--- config.mk ---
export PLATFORM = sky130hd
export DESIGN_NAME = debounce_bank
export DESIGN_NICKNAME = d
export VERILOG_FILES = /design/src/rtl/debounce_bank.sv
export SDC_FILE = /design/constraint.sdc
export NUM_CORES = 1
export LEC_CHECK = 0
export CAP_MARGIN = 10
export CORE_MARGIN = 10
export CORE_UTILIZATION = 60
export DETAILED_ROUTE_END_ITERATION = 7
export PLACE_DENSITY = 0.9
export SYNTH_ARGS = -nofsm -noshare
export SYNTH_HDL_FRONTEND = slang
export SYNTH_SLANG_ARGS = --single-unit
--- constraint.sdc ---
create_clock -name clock -period 2.7 [get_ports clock]
set_clock_uncertainty 0.1 [all_clocks]
set_input_delay 0.27 -clock clock [delete_from_list [all_inputs] [get_ports clock]]
set_output_delay 0.27 -clock clock [all_outputs]
set_load 0.05 [all_outputs]
--- src/rtl/debounce_bank.sv ---
// Bank of independent switch debouncers with rise/fall pulses and optional auto-repeat.
// Define DEBOUNCE_REPEAT_EN to build the per-channel auto-repeat counters.
module debounce_bank #(
   parameter int CHANNELS     = 4,
   parameter int DELAY        = 270000,
   parameter int CNT_W        = 19,
   parameter int REPEAT_FIRST = 13500000,
   parameter int REPEAT_RATE  = 2700000,
   parameter int RPT_W        = 24
) (
   input  logic                clock,
   input  logic                reset,
   input  logic [CHANNELS-1:0] noisy,
   output logic [CHANNELS-1:0] clean,
   output logic [CHANNELS-1:0] rise,
   output logic [CHANNELS-1:0] fall,
   output logic [CHANNELS-1:0] repeat_pulse,
   output logic                any_event
);

   if ((64'd1 << CNT_W) <= 64'(DELAY)) begin : g_cnt_w_check
      $error("CNT_W too narrow for DELAY");
   end
   if (((64'd1 << RPT_W) <= 64'(REPEAT_FIRST)) || ((64'd1 << RPT_W) <= 64'(REPEAT_RATE))) begin : g_rpt_w_check
      $error("RPT_W too narrow for repeat intervals");
   end

   logic [CHANNELS-1:0] s1, s2, cand;
   logic [CHANNELS-1:0] cand_d, clean_d, rise_d, fall_d;
   logic [CNT_W-1:0]    cnt   [CHANNELS];
   logic [CNT_W-1:0]    cnt_d [CHANNELS];

   // A change of s2 restarts the count; clean follows cand only after DELAY stable samples.
   always_comb begin
      cand_d  = cand;
      clean_d = clean;
      rise_d  = '0;
      fall_d  = '0;
      for (int i = 0; i < CHANNELS; i++) begin
         cnt_d[i] = cnt[i];
         if (s2[i] != cand[i]) begin
            cand_d[i] = s2[i];
            cnt_d[i]  = '0;
         end else if (cnt[i] < CNT_W'(DELAY)) begin
            cnt_d[i] = cnt[i] + 1'b1;
         end else if (clean[i] != cand[i]) begin
            clean_d[i] = cand[i];
            rise_d[i]  = cand[i];
            fall_d[i]  = ~cand[i];
         end
      end
   end

   always_ff @(posedge clock or negedge reset) begin
      if (!reset) begin
         s1        <= '0;
         s2        <= '0;
         cand      <= '0;
         clean     <= '0;
         rise      <= '0;
         fall      <= '0;
         any_event <= 1'b0;
         for (int i = 0; i < CHANNELS; i++) cnt[i] <= '0;
      end else begin
         s1        <= noisy;
         s2        <= s1;
         cand      <= cand_d;
         clean     <= clean_d;
         rise      <= rise_d;
         fall      <= fall_d;
         any_event <= |(rise_d | fall_d);
         for (int i = 0; i < CHANNELS; i++) cnt[i] <= cnt_d[i];
      end
   end

`ifdef DEBOUNCE_REPEAT_EN
   logic [RPT_W-1:0]    rpt_cnt [CHANNELS];
   logic [CHANNELS-1:0] rpt_first;

   // rpt_first selects the long initial interval; later pulses use the short rate.
   always_ff @(posedge clock or negedge reset) begin
      if (!reset) begin
         repeat_pulse <= '0;
         rpt_first    <= '0;
         for (int i = 0; i < CHANNELS; i++) rpt_cnt[i] <= '0;
      end else begin
         for (int i = 0; i < CHANNELS; i++) begin
            repeat_pulse[i] <= 1'b0;
            if (rise_d[i]) begin
               rpt_cnt[i]   <= '0;
               rpt_first[i] <= 1'b1;
            end else if (!clean_d[i]) begin
               rpt_cnt[i]   <= '0;
               rpt_first[i] <= 1'b0;
            end else if (rpt_cnt[i] == (rpt_first[i] ? RPT_W'(REPEAT_FIRST - 1)
                                                     : RPT_W'(REPEAT_RATE - 1))) begin
               repeat_pulse[i] <= 1'b1;
               rpt_cnt[i]      <= '0;
               rpt_first[i]    <= 1'b0;
            end else begin
               rpt_cnt[i] <= rpt_cnt[i] + 1'b1;
            end
         end
      end
   end
`else
   assign repeat_pulse = '0;
`endif

endmodule

## After elaboration in Yosys (flattened, before gate mapping)

Cells that the tools add are included.

- Input bits: 6
- Word-level logic and storage cells: 87
- Output and inout bits: 17
- Bits in registers: 101

- Bitwise gates (word level): 13
- Mux-type cells: 32
- Add/sub/neg operators: 4
- Reduce and logical (&&, ||, !) cells: 9
- Eq/ne operators: 8
- Magnitude comparators: 4

Operators by type and width:

| operator | number |
|---|---|
| $mux W19 | 8 |
| $add A19 B1 Y19 const B | 4 |
| $lt A19 B19 Y1 const B | 4 |
| $mux W1 | 24 |
| $not A1 Y1 | 12 |
| $reduce_and A3 Y1 | 4 |
| $ne A1 B1 Y1 | 8 |
| $reduce_bool A2 Y1 | 4 |
| $or A4 B4 Y4 | 1 |
| $reduce_or A4 Y1 | 1 |

## Depth between registers and ports, before layout

Gate-level depths: netlist (run 1).

- Depth in word-level cells: 6
- Gate-level depth with buffers: 7
- Depth with buffers taken out: 6

## Worst setup path after synthesis (run 1)

No wires, ideal clock.

- Kind: reg2reg
- Start point: reg cnt[70] (netlist name)
- End point: reg cnt[74] (netlist name)
- Buffers on the path: 1
- Period minus slack after synthesis: 2.216 ns
- Slack: 0.484 ns
- Cell stages (with the launch flop): 7
- Setup time: 0.120 ns
- Arrival time: 1.996 ns
- Data required time: 2.480 ns
- Cell sequence: dfrtp_1 -> or4_1 -> o21a_1 -> buf_2 -> nor4_4 -> a31oi_1 -> a41o_1

- Longest elaborated chain between the ends: 3
- Elaborated cells between the ends (all ways): 5
- Those cells by class: add/sub (1); order compare (1); mux (2); reduce/logical (1)

Ends and longest elaborated chain:

| what | line | source |
|---|---|---|
| from (decl) | 30 | `logic [CNT_W-1:0] cnt [CHANNELS];` |
| $add A19 B1 Y19 | 45 | `cnt_d[i] = cnt[i] + 1'b1;` |
| $mux W19 | 44 | `end else if (cnt[i] < CNT_W'(DELAY)) begin` |
| $mux W19 | 41 | `if (s2[i] != cand[i]) begin` |

Parallel ways exist; a longest one is shown, timed or not. The select of a mux whose other input is x is not followed.
A chain may end at the register's enable or synchronous reset.

## Final worst setup path (run 1)

- Start point: reg cnt[73] (netlist name)
- End point: reg cnt[69] (netlist name)

- Longest elaborated chain between the ends: 2

Ends and longest elaborated chain:

| what | line |
|---|---|
| $lt A19 B19 Y1 | 44 |
| $reduce_bool A2 Y1 (no line) | - |

Every way passes these cells.

==> results.md, run 1 <==
- Leading post-synthesis cells by cell area: dfrtp_1 (50%), xor2_1 (6.3%), nor2_1 (4.9%)
- DIE HEIGHT: 111 µm
- Final hold slack: 220 ps
- Pin count of the biggest net entering global routing: 64
- Endpoint of the worst setup timing path: cnt[69]$_DFFE_PN0P_
- Worst R2R Setup Slack: 220 ps
- Type of the worst setup path: reg -> reg
- Mapped Area: 0.00501 mm²
- Final setup vio count: 0
- Via count: 3,797
- Result of the run: completed
- Skew-Pair Late Insertion Delay: 370 ps
- Global route total overflow: 0
- Relative slew margins: 61.7%
- Total DRC errors in the routed layout: 0
- Share of the yosys chip area belonging to registers: 50.4%
- Number of max-slew violations in the final report: 0
- CTS-repair resized insts: 0
- Final weighted congestion in routability-driven placement: 0.870
- Total power divided by cell area: 514 mW/mm²
- Post-detailed-routing wire length: 9750 µm
- Ports: 23
- Finished Cell Area: 0.00556 mm²
- Clock tree root driver cell: clkbuf_8
- Average footprint of a synthesized cell: 9.95 µm²
- Switching part of the total: 24.4%
- Max Cap Violations: 0
- Antenna violations before repair: 0
- Number of flip-flops and latches in the synthesized netlist: 101
- Final clock period utilization by the worst path: 91.8%
- CTS H-tree depth: 3
- Seq pwr share: 55.7%
- Reg2Reg Launch Point: cnt[73]$_DFFE_PN0P_
- Worst slew pin tran: 571 ps
- CP arrival: 2680 ps
- Fraction of power consumed by combinational cells: 6.6%
- Fraction of final layout cells with drive strength greater than 1: 6.04%
- Total Neg Setup Slack: 0 ps
- Switching Power: 0.698 mW
- Post-route antenna net violation count: 0
- Count of TritonRoute iterations in the first routing pass: 5
- Final worst path period need: 2480 ps
- Dominant cell type by area after synthesis: dfrtp_1
- CTS Buf Count: 9
- Count of final hold-check violations: 0
- Top FF cell, synth: dfrtp_1
- Instance count of the mapped netlist: 504
- Placed Area: 0.00533 mm²
- Static leakage: 2.49 nW
- CP Max Fanout: 11
- Fraction of registers with async set or reset after synthesis: 100%
- Floorplan core area: 0.00818 mm²
- RSZ-0062 raised after global routing: false
- Count of flip-flops with a built-in enable after synthesis: 0
- Num rows: 33
- Layout-stage area growth over the synthesis result: 10.9%
- Count of yosys warnings during synthesis: 0
- HPWL after detailed placement: 6630 µm
- Peak clock frequency supported by timing: 0.403 GHz
- Worst setup startpoint: cnt[73]$_DFFE_PN0P_
- Cell-internal power: 2.16 mW
- Wire length of the first global-routing pass: 16,900 µm
- Die area: 0.0124 mm²
- Yosys top cell area share: 50.4%
- Final antenna diode count: 0
- Clock Path Buffers: 2
- Count of cells along the worst hold path: 1
- Critical Path RT: 2900 ps
- Post-CTS setup buffers: 0
- Clock power frac: 37.7%
- Nets: 544
- Floorplan die width: 111 µm
- IO Port Bufs: 18
- Worst VDD drop: 0.299 mV
- Initial Utilization: 61.3%
- Overall track demand over capacity in global routing: 15.9%
- Drt wl/cell: 15.4 µm
- Worst setup EP type: flip-flop
- Yosys cell types: 49
- Crit Reg-Reg Endpoint: cnt[69]$_DFFE_PN0P_
- CP startpoint kind: flip-flop
- Vias in the first global route: 3,706
- CTS tree: done
- Via density per instance: 5.98
- Sink count of the clock tree: 101
- Worst min-delay path category: in -> reg
- Initial drt markers: 188
- Post-layout utilization of the core: 68.0%
- Clock edge transition at the registers on the reported setup and hold paths: 100 ps
- R2r worst-path depth: 5
## logic make-up after synthesis
| family | after synthesis | share of synthesized area (%) |
|---|---|---|
| compound gates | 64 | 8.36 |
| xor+xnor | 58 | 10.1 |
| fa+ha+maj | 12 | 2.99 |
| buf+inv | 34 | 2.92 |
| flops | 101 | 50.4 |
| mux | 2 | 0.399 |
| other cells | 1 | 0.0748 |
| simple gates | 232 | 24.7 |
## state kept, by name (all words and copies together) (netlist names)
register and flops:
s2 4, s1 4, any_event 1, clean 4
cnt 76, cand 4, rise 4, fall 4
## metrics by stage
stage,setup WS (ps),power (mW),std cells
final,222,2.86,635
after detailed placement,215,1.81,619
after global placement,260,1.80,619
after CTS,209,2.89,635
after global routing,83.4,2.98,635
after floorplan,484,1.74,507
## worst max-delay path, cell delays in order (launching register included)
cell	delay [ps]
dfrtp_1	420
or4_1	520
o21a_1	320
or4_4	590
or3_1	320
a21oi_1	140
## timing repair
item | in CTS | in global routing
endpoints found under the hold margin | 38 | 0
hold buffers | 1 | 0
setup endpoints to repair | 0 | 0
## power groups by stage
stage	Combinational [mW]	Sequential, mW	Clock, mW
finish	0.189	1.59	1.08
global route	0.217	1.60	1.16
CTS	0.192	1.59	1.10
detailed placement	0.191	1.62	0
global placement	0.180	1.62	0
floorplan	0.124	1.61	0
## cell usage in the layout, fill, tap and decap left out, drive strengths merged, types with 3 or more instances in the layout
master,count
clkbuf,10
nor4b,3
dfrtp,101
and4,9
nand2,31
nand3,30
nand4,23
and2,5
and3,21
conb,4
inv,13
xnor2,22
xor2,36
or3,9
clkdlybuf4s50,17
a41o,3
buf,13
nor2,66
o21ai,17
or4,8
nor4,6
a21oi,13
o21a,3
a31oi,7
nor3,7
nand4b,3
nor3b,7
o211ai,3
a211o,3
o31ai,4
ha,12
## cell usage after synthesis (4+ instances only)
master and count:
dfrtp_1 101, nor2_1 66, xor2_1 36, nand2_1 31, nand3_1 30, nand4_1 23, xnor2_1 22, and3_1 21
clkbuf_1 16, o21ai_0 15, a21oi_1 13, ha_1 12, inv_1 11, and4_1 9, or3_1 9, a31oi_1 7
nor3_1 7, nor3b_1 7, or4_1 7, and2_1 5, nor4_1 5, buf_4 4, o31ai_1 4
## layout make-up
class | instances | area, µm²
Clock buffer | 10 | 138
Inverter | 11 | 41.3
Fill cell | 602 | 2610
Timing Repair Buffer | 31 | 290
Clock inverter | 5 | 82.6
Tap cell | 105 | 131
Sequential cell | 101 | 2530
Multi-Input combinational cell | 372 | 2350
## worst min-delay path by stage
stage | slack, ps | end | from
4_1_cts | 200 | s1[3]$_DFF_PN0_ | noisy[3]
6_report | 220 | s1[3]$_DFF_PN0_ | noisy[3]
2_1_floorplan | -130 | any_event$_DFF_PN0_ | reset
3_3_place_gp | 160 | cnt[31]$_DFFE_PN0P_ | reset
5_1_grt | 210 | s1[3]$_DFF_PN0_ | noisy[3]
3_5_place_dp | 170 | cnt[31]$_DFFE_PN0P_ | reset
## routing by layer
metal	part of all wire [%]	wire length, µm	global-route usage, %	up-vias
li1	-	-	-	1839
met1	44	4280	19.7	1866
met2	50	4840	26.1	80
met3	5.2	503	4.35	12
met4	1.3	130	5.66	0
met5	0	0	0	-
Note: power is estimated with default switching activity, not from simulation.
==> inputs of run 2 (changes only) <==
- CTS_CLUSTER_DIAMETER: not set -> 60
==> results of run 2 <==
Final layout, timing and power as in run 1 (identical DEF).
